$ cat src/rtl/rv_pkg.sv
// Shared RV32I core definitions: datapath widths, major opcodes and the
// fetch packet handed from the front-end to decode.
package rv_pkg;

    localparam int XLEN = 32;
    localparam int ILEN = 32;

    localparam logic [6:0] OP_R     = 7'b0110011;
    localparam logic [6:0] OP_I     = 7'b0010011;
    localparam logic [6:0] OP_S     = 7'b0100011;
    localparam logic [6:0] OP_B     = 7'b1100011;
    localparam logic [6:0] OP_LUI   = 7'b0110111;
    localparam logic [6:0] OP_AUIPC = 7'b0010111;
    localparam logic [6:0] OP_JAL   = 7'b1101111;
    localparam logic [6:0] OP_JALR  = 7'b1100111;
    localparam logic [6:0] OP_LOAD  = 7'b0000011;

    typedef struct packed {
        logic [XLEN-1:0] pc;
        logic [ILEN-1:0] instr;
    } fetch_pkt_t;

endpackage

$ cat src/rtl/fetch_ring.sv
// In-order prefetch ring: slots are allocated at request time (holding the PC),
// filled when the response returns, and drained by decode from the head.
module fetch_ring
    import rv_pkg::*;
#(
    parameter int DEPTH = 4,
    localparam int PW   = $clog2(DEPTH) + 1
) (
    input  logic            clk,
    input  logic            rst,
    input  logic            flush,
    input  logic            alloc_en,
    input  logic [XLEN-1:0] alloc_pc,
    input  logic            fill_en,
    input  logic [ILEN-1:0] fill_data,
    input  logic            deq_en,
    output logic            head_valid,
    output fetch_pkt_t      head_pkt,
    output logic [PW-1:0]   occupancy,
    output logic [PW-1:0]   inflight
);

    localparam int AW = PW - 1;

    logic [PW-1:0]   alloc_ptr, fill_ptr, head_ptr;
    logic [AW-1:0]   alloc_idx, fill_idx, head_idx;
    logic [DEPTH-1:0] full;
    logic [XLEN-1:0] pc_mem    [DEPTH];
    logic [ILEN-1:0] instr_mem [DEPTH];

    assign alloc_idx = alloc_ptr[AW-1:0];
    assign fill_idx  = fill_ptr[AW-1:0];
    assign head_idx  = head_ptr[AW-1:0];

    // The three pointer regions never alias while the top respects the
    // occupancy bound, so the per-bit full updates below cannot collide.
    always_ff @(posedge clk or posedge rst) begin
        if (rst) begin
            alloc_ptr <= '0;
            fill_ptr  <= '0;
            head_ptr  <= '0;
            full      <= '0;
        end else if (flush) begin
            alloc_ptr <= '0;
            fill_ptr  <= '0;
            head_ptr  <= '0;
            full      <= '0;
        end else begin
            if (alloc_en) begin
                full[alloc_idx] <= 1'b0;
                alloc_ptr       <= alloc_ptr + PW'(1);
            end
            if (fill_en) begin
                full[fill_idx] <= 1'b1;
                fill_ptr       <= fill_ptr + PW'(1);
            end
            if (deq_en) begin
                full[head_idx] <= 1'b0;
                head_ptr       <= head_ptr + PW'(1);
            end
        end
    end

    always_ff @(posedge clk) begin
        if (alloc_en && !flush)
            pc_mem[alloc_idx] <= alloc_pc;
        if (fill_en && !flush)
            instr_mem[fill_idx] <= fill_data;
    end

    assign head_valid     = full[head_idx];
    assign head_pkt.pc    = pc_mem[head_idx];
    assign head_pkt.instr = instr_mem[head_idx];
    assign occupancy      = alloc_ptr - head_ptr;
    assign inflight       = alloc_ptr - fill_ptr;

endmodule

$ cat src/rtl/rv_fetch_unit.sv
// RV32I instruction fetch front-end: issues word requests, discards stale
// responses after a redirect and feeds decode from the prefetch ring.
// Optional FETCH_MISALIGN_TRAP_EN adds a sticky fault on misaligned redirects.
module rv_fetch_unit
    import rv_pkg::*;
#(
    parameter int              DEPTH    = 4,
    parameter logic [XLEN-1:0] RESET_PC = 32'h0000_0000
) (
    input  logic            clk,
    input  logic            rst,
    output logic            imem_req_valid,
    output logic [XLEN-1:0] imem_req_addr,
    input  logic            imem_req_ready,
    input  logic            imem_rsp_valid,
    input  logic [ILEN-1:0] imem_rsp_data,
    input  logic            redirect_valid,
    input  logic [XLEN-1:0] redirect_pc,
    output logic            if_valid,
    output logic [ILEN-1:0] if_instr,
    output logic [XLEN-1:0] if_pc,
`ifdef FETCH_MISALIGN_TRAP_EN
    output logic            fetch_fault,
`endif
    input  logic            if_ready
);

    localparam int PW = $clog2(DEPTH) + 1;

    logic [XLEN-1:0] fetch_pc;
    logic [XLEN-1:0] redirect_target;
    logic [PW-1:0]   discard_cnt;
    logic [PW-1:0]   occupancy;
    logic [PW-1:0]   inflight;
    logic [PW:0]     slots_used;
    logic            req_fire;
    logic            rsp_drop;
    logic            fill_en;
    logic            deq_en;
    logic            fault_block;
    fetch_pkt_t      head_pkt;

`ifdef FETCH_MISALIGN_TRAP_EN
    logic fault_q;

    always_ff @(posedge clk or posedge rst) begin
        if (rst)
            fault_q <= 1'b0;
        else if (redirect_valid && (redirect_pc[1:0] != 2'b00))
            fault_q <= 1'b1;
    end

    assign fetch_fault     = fault_q;
    assign fault_block     = fault_q;
    assign redirect_target = redirect_pc;
`else
    assign fault_block     = 1'b0;
    assign redirect_target = redirect_pc & ~XLEN'(3);
`endif

    // Stale responses still owed by memory occupy ring capacity until dropped.
    assign slots_used     = {1'b0, occupancy} + {1'b0, discard_cnt};
    assign imem_req_valid = !rst && !redirect_valid && !fault_block
                            && (slots_used < (PW+1)'(DEPTH));
    assign imem_req_addr  = fetch_pc;

    assign req_fire = imem_req_valid && imem_req_ready;
    assign rsp_drop = imem_rsp_valid && (discard_cnt != '0);
    assign fill_en  = imem_rsp_valid && !rsp_drop && !redirect_valid;
    assign deq_en   = if_valid && if_ready;

    always_ff @(posedge clk or posedge rst) begin
        if (rst)
            fetch_pc <= RESET_PC;
        else if (redirect_valid)
            fetch_pc <= redirect_target;
        else if (req_fire)
            fetch_pc <= fetch_pc + 32'd4;
    end

    // A response landing in the redirect cycle is already part of the old stream.
    always_ff @(posedge clk or posedge rst) begin
        if (rst)
            discard_cnt <= '0;
        else if (redirect_valid)
            discard_cnt <= discard_cnt + inflight - {{(PW-1){1'b0}}, imem_rsp_valid};
        else if (rsp_drop)
            discard_cnt <= discard_cnt - PW'(1);
    end

    fetch_ring #(
        .DEPTH(DEPTH)
    ) u_ring (
        .clk        (clk),
        .rst        (rst),
        .flush      (redirect_valid),
        .alloc_en   (req_fire),
        .alloc_pc   (fetch_pc),
        .fill_en    (fill_en),
        .fill_data  (imem_rsp_data),
        .deq_en     (deq_en),
        .head_valid (if_valid),
        .head_pkt   (head_pkt),
        .occupancy  (occupancy),
        .inflight   (inflight)
    );

    assign if_instr = head_pkt.instr;
    assign if_pc    = head_pkt.pc;

endmodule

$ cat config.mk
export PLATFORM = sky130hd
export DESIGN_NAME = rv_fetch_unit
export DESIGN_NICKNAME = d
export VERILOG_FILES = /design/src/rtl/rv_pkg.sv /design/src/rtl/fetch_ring.sv /design/src/rtl/rv_fetch_unit.sv
export SDC_FILE = /design/constraint.sdc
export NUM_CORES = 1
export LEC_CHECK = 0
export BUFFER_PORTS_ARGS = -buffer_cell sky130_fd_sc_hd__buf_2
export CAP_MARGIN = 10
export CORE_MARGIN = 3
export CORE_UTILIZATION = 40
export CTS_BUF_LIST = sky130_fd_sc_hd__clkbuf_4
export CTS_CLUSTER_DIAMETER = 120
export CTS_CLUSTER_SIZE = 14
export DETAILED_ROUTE_END_ITERATION = 16
export PLACE_DENSITY = 0.7
export SETUP_SLACK_MARGIN = 0.2
export SLEW_MARGIN = 10
export SYNTH_ARGS = -nofsm -noshare
export SYNTH_HDL_FRONTEND = slang
export SYNTH_SLANG_ARGS = --single-unit
$ cat constraint.sdc
create_clock -name clk -period 4.6 [get_ports clk]
set_clock_uncertainty 0.15 [all_clocks]
set_input_delay 0.92 -clock clk [delete_from_list [all_inputs] [get_ports clk]]
set_output_delay 0.92 -clock clk [all_outputs]
set_load 0.02 [all_outputs]
* Word-level counts from Yosys, hierarchy flattened *
Memory sizes are Yosys's and may differ from the RTL's.
Cells that the tools add are included.
Widths: inputs -> output; s select.

storage, ports and cells
  output and inout port bits = 98
  logic and storage cells = 78
  memories kept = 2
  bits in writable memories = 256
  register bits after elaboration = 48

memories
  name              depth  bits a word  rd ports  clocked after memory_dff  write ports  RTL line          source
  u_ring.instr_mem  4      32           1         0                         1            fetch_ring.sv:29  logic [ILEN-1:0] instr_mem [DEPTH];
  u_ring.pc_mem     4      32           1         0                         1            fetch_ring.sv:28  logic [XLEN-1:0] pc_mem [DEPTH];

cells by class
  bitwise operators = 5
  multiplexer cells = 28
  $lt $le $gt $ge = 7
  reductions and logical operators = 20
  add/subtract/negate cells = 10

operators by type and width
  operator               count
  $mux 32                2
  $add 32x3->32 const B  1
  $mux 3                 8
  $mux 4                 6
  $logic_and 1x1->1      12
  $add 3x1->3 const B    3
  $lt 2x3->1 const B     3
  $and 4x4->4            2
  $mux 1                 8
  $not 4->4              2
  $reduce_bool 2->1      4
  $demux 1 s2            3
  $ge 2x1->1 const B     3
  $sub 3x3->3            2
  $add 3x3->4            1
  $lt 4x3->1 const B     1
  $or 4x4->4             1
  $add 3x3->3            1
  $logic_not 1->1        3
  $reduce_bool 3->1      1
  $sub 3x1->3            1
  $sub 3x1->3 const B    1
  $bmux 1 s2             1

* Depth between registers and ports, before layout *
Gate-level depths: netlist (run 1).

  word-level depth = 14
  depth in mapped cells = 14
  mapped depth without buffers = 12

* By module *
From an unflattened synthesis (run 1), not the netlist that was laid out.

unflattened totals
  cell total of the unflattened synthesis = 665
  area total of the unflattened synthesis = 12306.8 µm²

modules (own cells, without submodules)
  module         area an instance (µm²)  sequential area each (µm²)  cells each  times used
  fetch_ring     10227.3                 8012.7                      427         1
  rv_fetch_unit  2079.5                  825.8                       238         1

* Worst setup path after synthesis (run 1) *
No wires, ideal clock.

  path type = register -> register
  start point = register u_ring.head_ptr[1]
  end point = memory u_ring.pc_mem[3][10] (enable)
  path buffers = 3
  required time = 4.065 ns
  stages on the path, launching flop included = 13
  period minus slack after synthesis = 3.744 ns
  slack = 0.856 ns
  arrival = 3.209 ns
  cells stage by stage = dfrtp_1 clkbuf_1 inv_1 fa_1 xor2_1 xnor2_1 ha_1 nor4_4 and4_1 buf_4 buf_4 nand2_1 inv_1

between the ends
  cells in the longest elaborated chain, start to end = 8

ends and longest elaborated chain
  element                       RTL line             source
  start, declared               fetch_ring.sv:25     logic [PW-1:0] alloc_ptr, fill_ptr, head_ptr;
  start signal, assigned        fetch_ring.sv:59     head_ptr <= head_ptr + PW'(1);
  $sub 3x3->3                   fetch_ring.sv:74     assign occupancy = alloc_ptr - head_ptr;
  $add 3x3->4                   rv_fetch_unit.sv:62  assign slots_used = {1'b0, occupancy} + {1'b0, discard_cnt};
  $lt 4x3->1                    rv_fetch_unit.sv:64  && (slots_used < (PW+1)'(DEPTH));
  $logic_and 1x1->1             rv_fetch_unit.sv:64
  $logic_and 1x1->1             rv_fetch_unit.sv:67  assign req_fire = imem_req_valid && imem_req_ready;
  $logic_and 1x1->1             fetch_ring.sv:65     if (alloc_en && !flush)
  $mux 1                        fetch_ring.sv:65
  $mux 1 (not written as such)  fetch_ring.sv:66     pc_mem[alloc_idx] <= alloc_pc;
  end, declared                 fetch_ring.sv:28

No other way between the ends.

* Worst setup path in the final report (run 1) *
  start point = register u_ring.alloc_ptr[0]
  end point = output imem_req_valid

between the ends
  cells in the longest elaborated chain, start to end = 4

ends and longest elaborated chain
  element                 RTL line             source
  start, declared         fetch_ring.sv:25
  start signal, assigned  fetch_ring.sv:51     alloc_ptr <= alloc_ptr + PW'(1);
  $sub 3x3->3             fetch_ring.sv:74
  $add 3x3->4             rv_fetch_unit.sv:62
  $lt 4x3->1              rv_fetch_unit.sv:64
  $logic_and 1x1->1       rv_fetch_unit.sv:64
  end, declared           rv_fetch_unit.sv:12  output logic imem_req_valid,

No other way between the ends.

==> Flow_metrics.wiki, run 1 <==
{| class="wikitable"
! Metric !! Value
|-
| Number of hold buffers added after cts || 0
|-
| GRT Resource Usage Total || around 16%
|-
| Yosys top cell by area || sky130_fd_sc_hd__edfxtp_1
|-
| Result of the run || finished, final reports clean
|-
| Dominant synthesized flop cell || sky130_fd_sc_hd__edfxtp_1
|-
| Length of the first detailed-routing pass in iterations || 4
|-
| Leak || around 4.8 nW
|-
| Max-slew violations || 0
|-
| Share of the yosys chip area belonging to registers || 71.79%
|-
| Crit path max-delay cell type || sky130_fd_sc_hd__dfrtp_2
|-
| Delay of the slowest cell on the worst path || about 470 ps
|-
| DPL Wire Length || ~16 mm
|-
| EDFF count, synth || ~250
|-
| Number of core rows || 62
|-
| Normalized max-slew margin || roughly 31%
|-
| Die height || 179.0 µm
|-
| Power density over the cells || 376.3 nW/µm²
|-
| Synth Register Bits || around 290
|-
| Signal arrival time at the worst endpoint || between 3000 and 4000 ps
|-
| Net load switching power || roughly 1.3 mW
|-
| Setup slack at placement || 771.2 ps
|-
| Total Routed Length || approximately 25 mm
|-
| Setup slack after layout || about 500 ps
|-
| Worst setup SP type || flop
|-
| Min-Delay Path Class || in -> reg
|-
| Drc violations || 0
|-
| CP most frequent cell || sky130_fd_sc_hd__ha_1
|-
| Worst vdd rail ir drop || 163.8 µV
|-
| Time the final worst path needs with I/O delays and setup || between 4000 and 5000 ps
|-
| Final number of setup-violating endpoints || 0
|-
| Netlist Area Pre-Place || 11980 µm²
|-
| Leftover overflow at the end of global routing || 0
|-
| Number of antenna violations at the first check in global routing || 3
|-
| Count of buffers from port buffering || around 160
|-
| Category of the critical setup timing path || reg -> out
|-
| Total number of H-tree levels || 1
|-
| Width of the die || between 150 and 200 µm
|-
| Number of buffers on the longest clock path || 3
|-
| Worst Tran Pin Value || 1034 ps
|-
| Number of clock buffers inserted by TritonCTS || 24
|-
| Setup fix buffers added after clock tree synthesis || 0
|-
| CP Max Fanout || 5
|-
| Cell breakdown of the critical path || inv_2, ha_1, inv_1, fa_1, xor2_1, xnor2_1, ha_1, nor4_4, and3_1, buf_2
|-
| Maximum number of pins on one net before global-route repair || 66
|-
| Global-route wire length before repair || between 30 and 40 mm
|-
| Hold_ws || around 260 ps
|-
| Critical path required time || around 3500 ps
|-
| Root Buffer Master || sky130_fd_sc_hd__clkbuf_4
|-
| Fmax achieved || between 200 and 250 MHz
|-
| Fillers || between 2000 and 3000
|-
| Insertion delay to the later sink of the worst-skew pair || roughly 700 ps
|-
| Clock Power Share || between 20% and 30%
|-
| Endpoints failing hold || 0
|-
| Combinational fraction of design power || about 14%
|-
| Number of nets in the final layout || roughly 900
|-
| Initial Utilization || about two fifths
|-
| Clock-pin slew on the worst setup and hold paths || ~160 ps
|-
| Share of total power consumed by net switching || between 20 and 30%
|-
| Type of destination of the critical path || output pin
|-
| Average via count per standard cell || around 5.3
|-
| Sequential cell fraction of total power || between 60% and 70%
|-
| Area of the core || 29090 µm²
|-
| Number of nets with antenna violations after routing || 0
|-
| Number of gates given a new drive strength after cts || 0
|-
| Leading cell types by total area after synthesis || sky130_fd_sc_hd__edfxtp_1 (62%), sky130_fd_sc_hd__mux4_2 (12%), sky130_fd_sc_hd__dfrtp_1 (9.6%)
|-
| Internal power || 3.786 mW
|-
| Number of global-route vias before repair || 6600
|-
| Synth unique cells || 51
|-
| Die Area || between 30000 and 40000 µm²
|-
| Ys async rst share || about 16%
|-
| TritonCTS clock tree || yes
|-
| GP Congestion || about 0.8
|-
| Crit share post-route || ~90%
|-
| Accumulated negative setup slack || 0 ps
|-
| Routed vias || between 6000 and 7000
|-
| Area share of the leading cell type in the synthesized netlist || approximately 62%
|-
| Post-synthesis instance total || between 600 and 700
|-
| Setup repair after global routing missed its margin || false
|-
| Post-detailed-route wirelength per cell || between 20 and 25 µm
|-
| Post-Synthesis Mean Instance Area || between 15 and 20 µm²
|-
| Yosys warnings || 0
|-
| Share of cells above drive strength 1 || around a third
|-
| Io pins || about 170
|-
| Layout overhead on the synthesized area || 13.45%
|-
| Maximum Capacitance Violations || 0
|-
| Sink Count || 294
|-
| Drt first-iter violations || roughly 520
|}
-- registers in the layout, indices dropped and copies added, names as in the netlist --
name and flops:
imem_req_addr 30, u_ring.head_ptr 3, u_ring.instr_mem 128, u_ring.alloc_ptr 3
discard_cnt 3, u_ring.pc_mem 120, u_ring.full 4, u_ring.fill_ptr 3
-- cells in the mapped netlist (3+ instances only) --
library cell / instances
sky130_fd_sc_hd__nor3_1: 7
sky130_fd_sc_hd__buf_1: 3
sky130_fd_sc_hd__and3_1: 4
sky130_fd_sc_hd__buf_4: 6
sky130_fd_sc_hd__buf_2: 10
sky130_fd_sc_hd__nor2_1: 20
sky130_fd_sc_hd__ha_1: 19
sky130_fd_sc_hd__nand3b_1: 5
sky130_fd_sc_hd__o211ai_1: 6
sky130_fd_sc_hd__o311ai_0: 8
sky130_fd_sc_hd__a22oi_1: 4
sky130_fd_sc_hd__a211oi_1: 3
sky130_fd_sc_hd__and4_1: 6
sky130_fd_sc_hd__nand4_1: 12
sky130_fd_sc_hd__dfrtp_1: 46
sky130_fd_sc_hd__inv_1: 25
sky130_fd_sc_hd__mux2i_1: 5
sky130_fd_sc_hd__fa_1: 5
sky130_fd_sc_hd__a221o_1: 4
sky130_fd_sc_hd__clkbuf_1: 14
sky130_fd_sc_hd__a32oi_1: 3
sky130_fd_sc_hd__mux4_2: 63
sky130_fd_sc_hd__a21oi_1: 12
sky130_fd_sc_hd__xor2_1: 6
sky130_fd_sc_hd__xnor2_1: 8
sky130_fd_sc_hd__nand3_1: 18
sky130_fd_sc_hd__o21ai_0: 17
sky130_fd_sc_hd__nand2_1: 40
sky130_fd_sc_hd__edfxtp_1: 248
sky130_fd_sc_hd__and2_1: 7
-- cell type report --
class | instances | area [µm²] | share of cell area, %
diodes | 2 | 5.005 | 0.03684
clock buffers | 43 | 322.8 | 2.376
clock inverters | 1 | 30.03 | 0.2210
inverters | 25 | 93.84 | 0.6907
multi-input cells | 312 | 3137 | 23.09
flip-flops and latches | 294 | 8607 | 63.35
well taps | 384 | 480.5 | 3.536
repair buffers | 175 | 910.9 | 6.704
-- stage by stage --
| stage | std cells | power [mW] | area [µm²] | utilization, % |
|---|---|---|---|---|
| after floorplan | 665 | 3.672 | 11990 | - |
| after global placement | 1190 | 3.920 | 13230 | 45.47 |
| after detailed placement | 1190 | 3.936 | 13230 | 45.47 |
| after CTS | 1234 | 5.183 | 13580 | 46.68 |
| after global routing | 1236 | 5.372 | 13590 | 46.71 |
| final | 1236 | 5.112 | 13590 | 46.71 |
-- routing by layer --
metal	global-route usage [%]	up-vias	wire length [µm]
met4	4.805	2	653
met1	21.23	3370	10490
met2	26.03	185	12650
met3	2.224	49	1328
li1	-	2972	-
met5	0	-	7
-- critical path: cells and delay by family (launching register included) --
| kind | cells | cell delay [ps] |
|---|---|---|
| xor gates and xnor gates | 2 | 350 |
| adders and majority gates | 3 | 800 |
| buffers and inverters | 3 | 340 |
| DFF | 1 | 470 |
| and+or+nand+nor | 2 | 350 |
-- logic make-up (layout without fill, tap and decap cells) --
family | count (synthesis) | in the layout | share of synthesized area, %
DFF | 294 | 294 | 71.79
xor gates and xnor gates | 14 | 14 | 1.024
muxes | 68 | 68 | 12.26
and+or+nand+nor | 134 | 134 | 5.955
other | 1 | 6 | 0.03131
AOI/OAI and AO/OA | 68 | 68 | 3.907
buffers and inverters | 59 | 244 | 2.204
adders and majority gates | 24 | 24 | 2.821
-- final timing paths --
kind / slack [ps] / cells after the start / end / start
worst max register to register: 920 / 13 / imem_req_addr[22] / u_ring.alloc_ptr[0]
worst min-delay path: 260 / 3 / imem_req_addr[14] / redirect_pc[14]
worst min register to register: 410 / 1 / u_ring.alloc_ptr[0] / u_ring.alloc_ptr[0]
max in group asynchronous: 3240 / 2 / u_ring.head_ptr[1] / rst
worst max-delay path: 500 / 10 / imem_req_valid / u_ring.alloc_ptr[0]
min in group asynchronous: 330 / 2 / u_ring.alloc_ptr[0] / rst
-- power by group through the flow --
stage	clock network, mW	logic [mW]	registers [mW]
after floorplan	0	0.471	3.20
after global placement	0	0.725	3.20
after detailed placement	0	0.731	3.21
after CTS	1.30	0.733	3.15
after global routing	1.40	0.808	3.17
final	1.25	0.717	3.14
-- cell usage in the layout (no fill, tap or decap), drive strengths merged, types with 7 or more instances in the layout --
| cell | Yosys | final |
|---|---|---|
| edfxtp | 248 | 248 |
| buf | 20 | 175 |
| mux4 | 63 | 63 |
| dfrtp | 46 | 46 |
| clkbuf | 14 | 43 |
| nand2 | 40 | 40 |
| inv | 25 | 25 |
| nor2 | 22 | 22 |
| ha | 19 | 19 |
| nand3 | 19 | 19 |
| o21ai | 17 | 17 |
| a21oi | 12 | 12 |
| nand4 | 12 | 12 |
| xnor2 | 8 | 8 |
| o311ai | 8 | 8 |
| nor3 | 7 | 7 |
| and2 | 7 | 7 |
No activity file was read; power rests on OpenSTA's default activity.
==> run 2: changes to the inputs <==
- CTS_CLUSTER_SIZE: 14 -> not set
- SYNTH_HIERARCHICAL: not set -> 1
==> Flow_metrics.wiki, run 2 <==
{| class="wikitable"
! Metric !! Value
|-
| Result of the run || finished, final reports clean
|-
| Synth unique cells || 46 (-9.8%)
|-
| Endpoints failing hold || 0 (unchanged)
|-
| Fmax achieved || 261.3 MHz (+7.1%)
|-
| Critical path required time || 3530 ps (about the same)
|-
| Accumulated negative setup slack || 0 ps (unchanged)
|-
| Sink Count || 302 (+2.7%)
|-
| Drt first-iter violations || 394 (-25%)
|-
| GP Congestion || 0.7697 (-3.9%)
|-
| Leftover overflow at the end of global routing || 0 (unchanged)
|-
| Final cell count without fillers || 1351 (+9.3%)
|-
| Signal arrival time at the worst endpoint || 2760 ps (-270 ps)
|-
| Die Area || 32910 µm² (+2.7%)
|-
| Number of clock buffers inserted by TritonCTS || 79 (+230%)
|-
| Worst r2r path cells || 12 (-1)
|-
| Number of nets with antenna violations after routing || 0 (unchanged)
|-
| Worst Tran Pin Value || 1051 ps (+17.06 ps)
|-
| Share of cells above drive strength 1 || 40.69% (+5.7 points)
|-
| Global-route wire length before repair || 40.00 mm (+4.2%)
|-
| Cell breakdown of the critical path || inv_1, ha_1, fa_1, xnor2_1, ha_1, nor3_1, and3_1, buf_2
|-
| Count of buffers from port buffering || 163 (+1.2%)
|-
| Synth Register Bits || 302 (+2.7%)
|-
| Top post-synthesis cells by count || sky130_fd_sc_hd__edfxtp_1 (256), sky130_fd_sc_hd__mux4_2 (65), sky130_fd_sc_hd__dfrtp_1 (46)
|-
| Insertion delay to the later sink of the worst-skew pair || 680 ps (-40 ps)
|-
| Total number of H-tree levels || 3 (+2)
|-
| Number of gates given a new drive strength after cts || 0 (unchanged)
|-
| Most common library cell in the layout ignoring fill and taps || sky130_fd_sc_hd__edfxtp_1
|-
| Final number of setup-violating endpoints || 0 (unchanged)
|-
| Normalized max-slew margin || 29.92% (-1.0 points)
|-
| Crit path max-delay cell type || sky130_fd_sc_hd__dfrtp_1
|-
| Min-Delay Path Class || in -> async
|-
| TritonCTS clock tree || yes
|-
| Initial Utilization || 41.09% (-0.084 points)
|-
| Area of the core || 29950 µm² (+3.0%)
|-
| CP Max Fanout || 4 (-1)
|-
| Die height || 181.4 µm (+1.3%)
|-
| Area used by sequential logic in the layout || 8846 µm² (+2.8%)
|-
| Count of inserted antenna diode cells || 0 (-2)
|-
| CP most frequent cell || sky130_fd_sc_hd__ha_1
|-
| Yosys warnings || 6 (+6)
|-
| Worst reg2reg endpoint || imem_req_addr[28]
|-
| Number of buffers on the longest clock path || 3 (unchanged)
|-
| Power density over the cells || 408.4 nW/µm² (+8.5%)
|-
| Leak || 5.268 nW (+11%)
|-
| Drc violations || 0 (unchanged)
|-
| Maximum Capacitance Violations || 0 (unchanged)
|-
| Fillers || 2600 (+2.6%)
|-
| Clock-pin slew on the worst setup and hold paths || 70 ps (-90 ps)
|-
| Share of the yosys chip area belonging to registers || 71.82% (about the same)
|-
| GRT Resource Usage Total || 15.58% (+0.020 points)
|-
| Post-synthesis instance total || 665 (+0.45%)
|-
| Post-detailed-route wirelength per cell || 18.81 µm (-7.5%)
|-
| Type of destination of the critical path || output pin
|-
| Number of nets in the final layout || 993 (+7.2%)
|-
| Time the final worst path needs with I/O delays and setup || 3827 ps (-272.2 ps)
|-
| Io pins || 168 (unchanged)
|-
| Ys async rst share || 15.23% (-0.41 points)
|-
| Routed vias || 6877 (+4.5%)
|-
| Cell with the most instances after synthesis || sky130_fd_sc_hd__edfxtp_1
|-
| Netlist Area Pre-Place || 12310 µm² (+2.8%)
|-
| Crit share post-route || 83.19% (-5.9 points)
|-
| Root Buffer Master || sky130_fd_sc_hd__clkbuf_4
|-
| Number of antenna violations at the first check in global routing || 0 (-3)
|-
| Post-Synthesis Mean Instance Area || 18.51 µm² (+2.3%)
|-
| Layout overhead on the synthesized area || 18.58%
|-
| Delay of the slowest cell on the worst path || 400 ps (-70 ps)
|-
| Leading cell types by total area after synthesis || sky130_fd_sc_hd__edfxtp_1 (62%), sky130_fd_sc_hd__mux4_2 (12%), sky130_fd_sc_hd__dfrtp_1 (9.4%)
|-
| Setup fix buffers added after clock tree synthesis || 0 (unchanged)
|-
| Worst r2r src || u_ring/alloc_ptr[0]
|-
| Area share of the leading cell type in the synthesized netlist || 62.46% (+0.28 points)
|-
| Total Routed Length || 25.41 mm (+1.1%)
|-
| Number of global-route vias before repair || 7244 (+9.8%)
|-
| Max-slew violations || 0 (unchanged)
|-
| Number of core rows || 63 (+1.6%)
|-
| DPL Wire Length || 15.77 mm (about the same)
|-
| Multi-input gate area in the final layout || 3202 µm² (+2.1%)
|-
| Reg2reg setup slack || 1140 ps (+220 ps)
|-
| Setup repair after global routing missed its margin || false
|-
| Dominant synthesized flop cell || sky130_fd_sc_hd__edfxtp_1
|-
| Width of the die || 181.4 µm (+1.3%)
|-
| Most used cells in the layout excluding fill and tap cells || sky130_fd_sc_hd__edfxtp_1 (256), sky130_fd_sc_hd__buf_2 (163), sky130_fd_sc_hd__clkbuf_4 (111), sky130_fd_sc_hd__mux4_2 (65), sky130_fd_sc_hd__dfrtp_1 (44)
|-
| Average via count per standard cell || 5.090 (-4.4%)
|-
| Length of the first detailed-routing pass in iterations || 4 (unchanged)
|-
| Number of hold buffers added after cts || 0 (unchanged)
|-
| Maximum number of pins on one net before global-route repair || 70 (+6.1%)
|-
| Category of the critical setup timing path || reg -> out
|-
| Yosys top cell by area || sky130_fd_sc_hd__edfxtp_1
|-
| Worst vdd rail ir drop || 177.5 µV (+8.4%)
|-
| EDFF count, synth || 256 (+3.2%)
|-
| Placed cells || 1207 (+1.4%)
|-
| Worst setup SP type || flop
|}
==> run 2: cell count changes after synthesis, moves of 5 or more <==
cell | before | now
sky130_fd_sc_hd__a21bo_2 | 0 | 7
sky130_fd_sc_hd__and4_1 | 6 | 1
sky130_fd_sc_hd__edfxtp_1 | 248 | 256
sky130_fd_sc_hd__nand3_1 | 18 | 11
sky130_fd_sc_hd__o211ai_1 | 6 | 12
sky130_fd_sc_hd__xnor2_1 | 8 | 14
==> run 2: power by group <==
part	switching [mW]	leakage, nW	internal, mW
sequential	0.0976	2.89	3.06
clock	1.06	0.595	1.19
combinational	0.325	1.79	0.233
total	1.48	5.27	4.48
==> run 2: worst max-delay path, delay by kind of cell (launching register included) <==
kind,cells,cell delay (ps)
and+or+nand+nor,2,400
DFF,1,400
buffers and inverters,2,280
xor gates and xnor gates,1,180
adders and majority gates,3,840
==> run 2: how the worst max path moves through the flow <==
| stage | from | end | slack, ps | cells after the start |
|---|---|---|---|---|
| floorplan | u_ring/alloc_ptr[0] | u_ring/pc_mem[0][0] | 600 | 12 |
| global placement | u_ring/alloc_ptr[0] | imem_req_addr[28] | 1150 | 12 |
| detailed placement | u_ring/alloc_ptr[0] | imem_req_addr[28] | 1050 | 11 |
| CTS | u_ring/alloc_ptr[0] | imem_req_valid | 690 | 8 |
| global route | u_ring/alloc_ptr[0] | imem_req_valid | 500 | 8 |
| finish | u_ring/alloc_ptr[0] | imem_req_valid | 770 | 8 |
==> run 2: area by class of cell <==
type,instances,area share (%)
sequential,302,60.61
clock inverter,33,1.200
inverter,23,0.5916
multi-input combinational,316,21.94
timing repair buffer,176,6.602
tap,390,3.344
clock buffer,111,5.710
==> run 2: logic make-up after synthesis <==
group	share of synthesized area (%)
buffers and inverters	2.521
other	0.03047
flip-flops	71.82
adder cells (fa/ha/maj)	2.725
multiplexers	12.40
AND/OR/NAND/NOR	5.195
XOR/XNOR	1.708
AO/OA/AOI/OAI	3.599
==> run 2: through the flow <==
step	hold WS (ps)	setup slack, ps	power (mW)	util, %	area [µm²]
6_report	131.5	773.1	5.960	48.72	14590
5_1_grt	94.29	500.3	6.308	48.72	14590
4_1_cts	90.53	690.0	6.074	48.72	14590
3_5_place_dp	417.3	1050	3.784	45.36	13590
3_3_place_gp	407.3	1146	3.770	45.36	13590
2_1_floorplan	388.3	600.1	3.576	-	12340
==> run 2: routing by layer <==
layer | global-route usage (%) | wire [µm] | up-vias
li1 | - | - | 3148
met1 | 21.27 | 11160 | 3442
met2 | 23.84 | 11890 | 248
met3 | 5.168 | 1906 | 39
met4 | 5.119 | 459 | 0
met5 | 0 | 0 | -
==> run 3: changes to the inputs <==
- clock period: 4.6 -> 3.8 ns (I/O delays scaled with it)
==> Flow_metrics.wiki, run 3 (same netlist as run 2, synthesis figures left out) <==
{| class="wikitable"
! Metric !! Value
|-
| Result of the run || finished, final reports clean
|-
| Normalized max-slew margin || 50.13% (+20 points)
|-
| Initial Utilization || 41.09% (unchanged)
|-
| GRT Resource Usage Total || 15.92% (+0.34 points)
|-
| Average via count per standard cell || 5.180 (+1.8%)
|-
| Share of cells above drive strength 1 || 41.02% (+0.33 points)
|-
| Cell breakdown of the critical path || ha_1, fa_2, xnor2_1, ha_1, nor3_2, and3_1, buf_6
|-
| Drc violations || 0 (unchanged)
|-
| TritonCTS clock tree || yes
|-
| Final Instance Area || 14660 µm² (+0.47%)
|-
| Clock-pin slew on the worst setup and hold paths || 70 ps (about the same)
|-
| Die Area || 32910 µm² (unchanged)
|-
| Count of inserted antenna diode cells || 0 (unchanged)
|-
| Number of global-route vias before repair || 7374 (+1.8%)
|-
| Area of the core || 29950 µm² (unchanged)
|-
| Layout overhead on the synthesized area || 19.14%
|-
| Signal arrival time at the worst endpoint || 2610 ps (-150 ps)
|-
| Number of clock buffers inserted by TritonCTS || 79 (unchanged)
|-
| Length of the first detailed-routing pass in iterations || 4 (unchanged)
|-
| Routed vias || 7009 (+1.9%)
|-
| Sink Count || 302 (unchanged)
|-
| Hold_ws || 150.6 ps (+19.12 ps)
|-
| Leak || 5.309 nW (+0.77%)
|-
| Startpoint of the most critical hold path || redirect_pc[11]
|-
| Most common library cell in the layout ignoring fill and taps || sky130_fd_sc_hd__edfxtp_1
|-
| GP Congestion || 0.8023 (+4.2%)
|-
| Maximum number of pins on one net before global-route repair || 70 (unchanged)
|-
| Final core utilization || 48.95% (+0.23 points)
|-
| Worst r2r src || u_ring/head_ptr[0]
|-
| Maximum Capacitance Violations || 0 (unchanged)
|-
| Global-route wire length before repair || 41.15 mm (+2.9%)
|-
| Number of buffers on the longest clock path || 3 (unchanged)
|-
| CP Launch Point || u_ring/head_ptr[0]
|-
| Time the final worst path needs with I/O delays and setup || ~3500 ps
|-
| Final number of setup-violating endpoints || 0 (unchanged)
|-
| Setup repair after global routing missed its margin || true
|-
| Final cell count without fillers || 1353 (+0.15%)
|-
| CP most frequent cell || sky130_fd_sc_hd__ha_1
|-
| End point of the most critical hold path || imem_req_addr[11]
|-
| DPL Wire Length || 16.00 mm (+1.5%)
|-
| Root Buffer Master || sky130_fd_sc_hd__clkbuf_4
|-
| Worst Tran Pin Value || 748.0 ps (-303.2 ps)
|-
| Io pins || 168 (unchanged)
|-
| Drt first-iter violations || 464 (+18%)
|-
| Total number of H-tree levels || 3 (unchanged)
|-
| Count of buffers from port buffering || 163 (unchanged)
|-
| Worst reg2reg endpoint || imem_req_addr[29]
|-
| Delay of the slowest cell on the worst path || 470 ps (+70 ps)
|-
| Accumulated negative setup slack || 0 ps (unchanged)
|-
| Crit share post-route || about 93%
|-
| Leftover overflow at the end of global routing || 0 (unchanged)
|-
| Placed cells || 1213 (+0.50%)
|-
| Reg2reg setup slack || 660 ps (-480 ps)
|-
| Post-detailed-route wirelength per cell || 19.27 µm (+2.5%)
|-
| Critical path required time || 2890 ps (-640 ps)
|-
| Worst setup SP type || flop
|-
| Max-slew violations || 0 (unchanged)
|-
| Worst r2r path cells || 11 (-1)
|-
| Fmax achieved || roughly 280 MHz
|-
| Most used cells in the layout excluding fill and tap cells || sky130_fd_sc_hd__edfxtp_1 (256), sky130_fd_sc_hd__buf_2 (162), sky130_fd_sc_hd__clkbuf_4 (107), sky130_fd_sc_hd__mux4_2 (65), sky130_fd_sc_hd__dfrtp_1 (44)
|-
| Power density over the cells || 493.3 nW/µm² (+21%)
|-
| Insertion delay to the later sink of the worst-skew pair || 670 ps (about the same)
|-
| Endpoints failing hold || 0 (unchanged)
|-
| Number of nets with antenna violations after routing || 0 (unchanged)
|-
| Width of the die || 181.4 µm (unchanged)
|-
| Min-Delay Path Class || in -> reg
|-
| Crit path max-delay cell type || sky130_fd_sc_hd__dfrtp_4
|-
| Number of core rows || 63 (unchanged)
|-
| Number of cells on the worst hold path || 3
|-
| Die height || 181.4 µm (unchanged)
|-
| CP Max Fanout || 2 (-2)
|-
| Total Routed Length || 26.08 mm (+2.6%)
|-
| Number of nets in the final layout || 1002 (+0.91%)
|-
| Category of the critical setup timing path || reg -> out
|-
| Type of destination of the critical path || output pin
|-
| Worst vdd rail ir drop || 224.4 µV (+26%)
|-
| Number of antenna violations at the first check in global routing || 0 (unchanged)
|-
| Post-detailed-placement cell area || 13640 µm² (+0.42%)
|}
-- run 3: how the worst max path moves through the flow --
stage / endpoint / depth (start not counted)
3_5_place_dp: imem_req_addr[29] / 12
2_1_floorplan: u_ring/pc_mem[3][0] / 12
5_1_grt: imem_req_valid / 7
4_1_cts: imem_req_valid / 7
3_3_place_gp: imem_req_addr[28] / 12
6_report: imem_req_valid / 7
-- run 3: metrics by stage --
stage	power, mW	setup slack [ps]
floorplan	4.329	132.7
global route	7.637	137.1
CTS	7.362	214.6
detailed placement	4.582	525.1
global placement	4.569	570.1
finish	7.234	282.6
-- run 3: layer usage --
metal  track usage (%)  up-vias  share of wire (%)
met5                 0        -                  0
met4             5.667        0                2.1
met3             4.247       50                8.3
met2             24.63      309                 46
met1             21.99     3489                 43
li1                  -     3161                  -
-- run 3: critical path: cells and delay by family, from the launching register on --
kind	cells	cell delay [ps]
XOR/XNOR	1	140
adder cells (fa/ha/maj)	3	860
buffers and inverters	1	120
flip-flops	1	470
AND/OR/NAND/NOR	2	380
-- run 3: repair_timing --
action	CTS	global route
endpoints found under the setup margin	1	23
hold endpoints to repair	13	0
gates resized for setup	2	4
pin swaps	3	4
buffers inserted	1	1
hold buffers	1	0
-- run 3: cell type report --
cell class                      instances  area, µm²
Inverter                               23      86.33
Tap cell                              390      488.0
Fill cell                            2565      15290
Sequential cell                       302       8846
Clock buffer                          107      803.3
Clock inverter                         30      173.9
Timing Repair Buffer                  185       1056
Multi-Input combinational cell        316       3209
-- run 3: where the power goes --
| part | switching [mW] | internal, mW |
|---|---|---|
| Sequential | 0.121 | 3.70 |
| Combinational | 0.400 | 0.293 |
| Clock | 1.27 | 1.44 |
| Total | 1.79 | 5.44 |
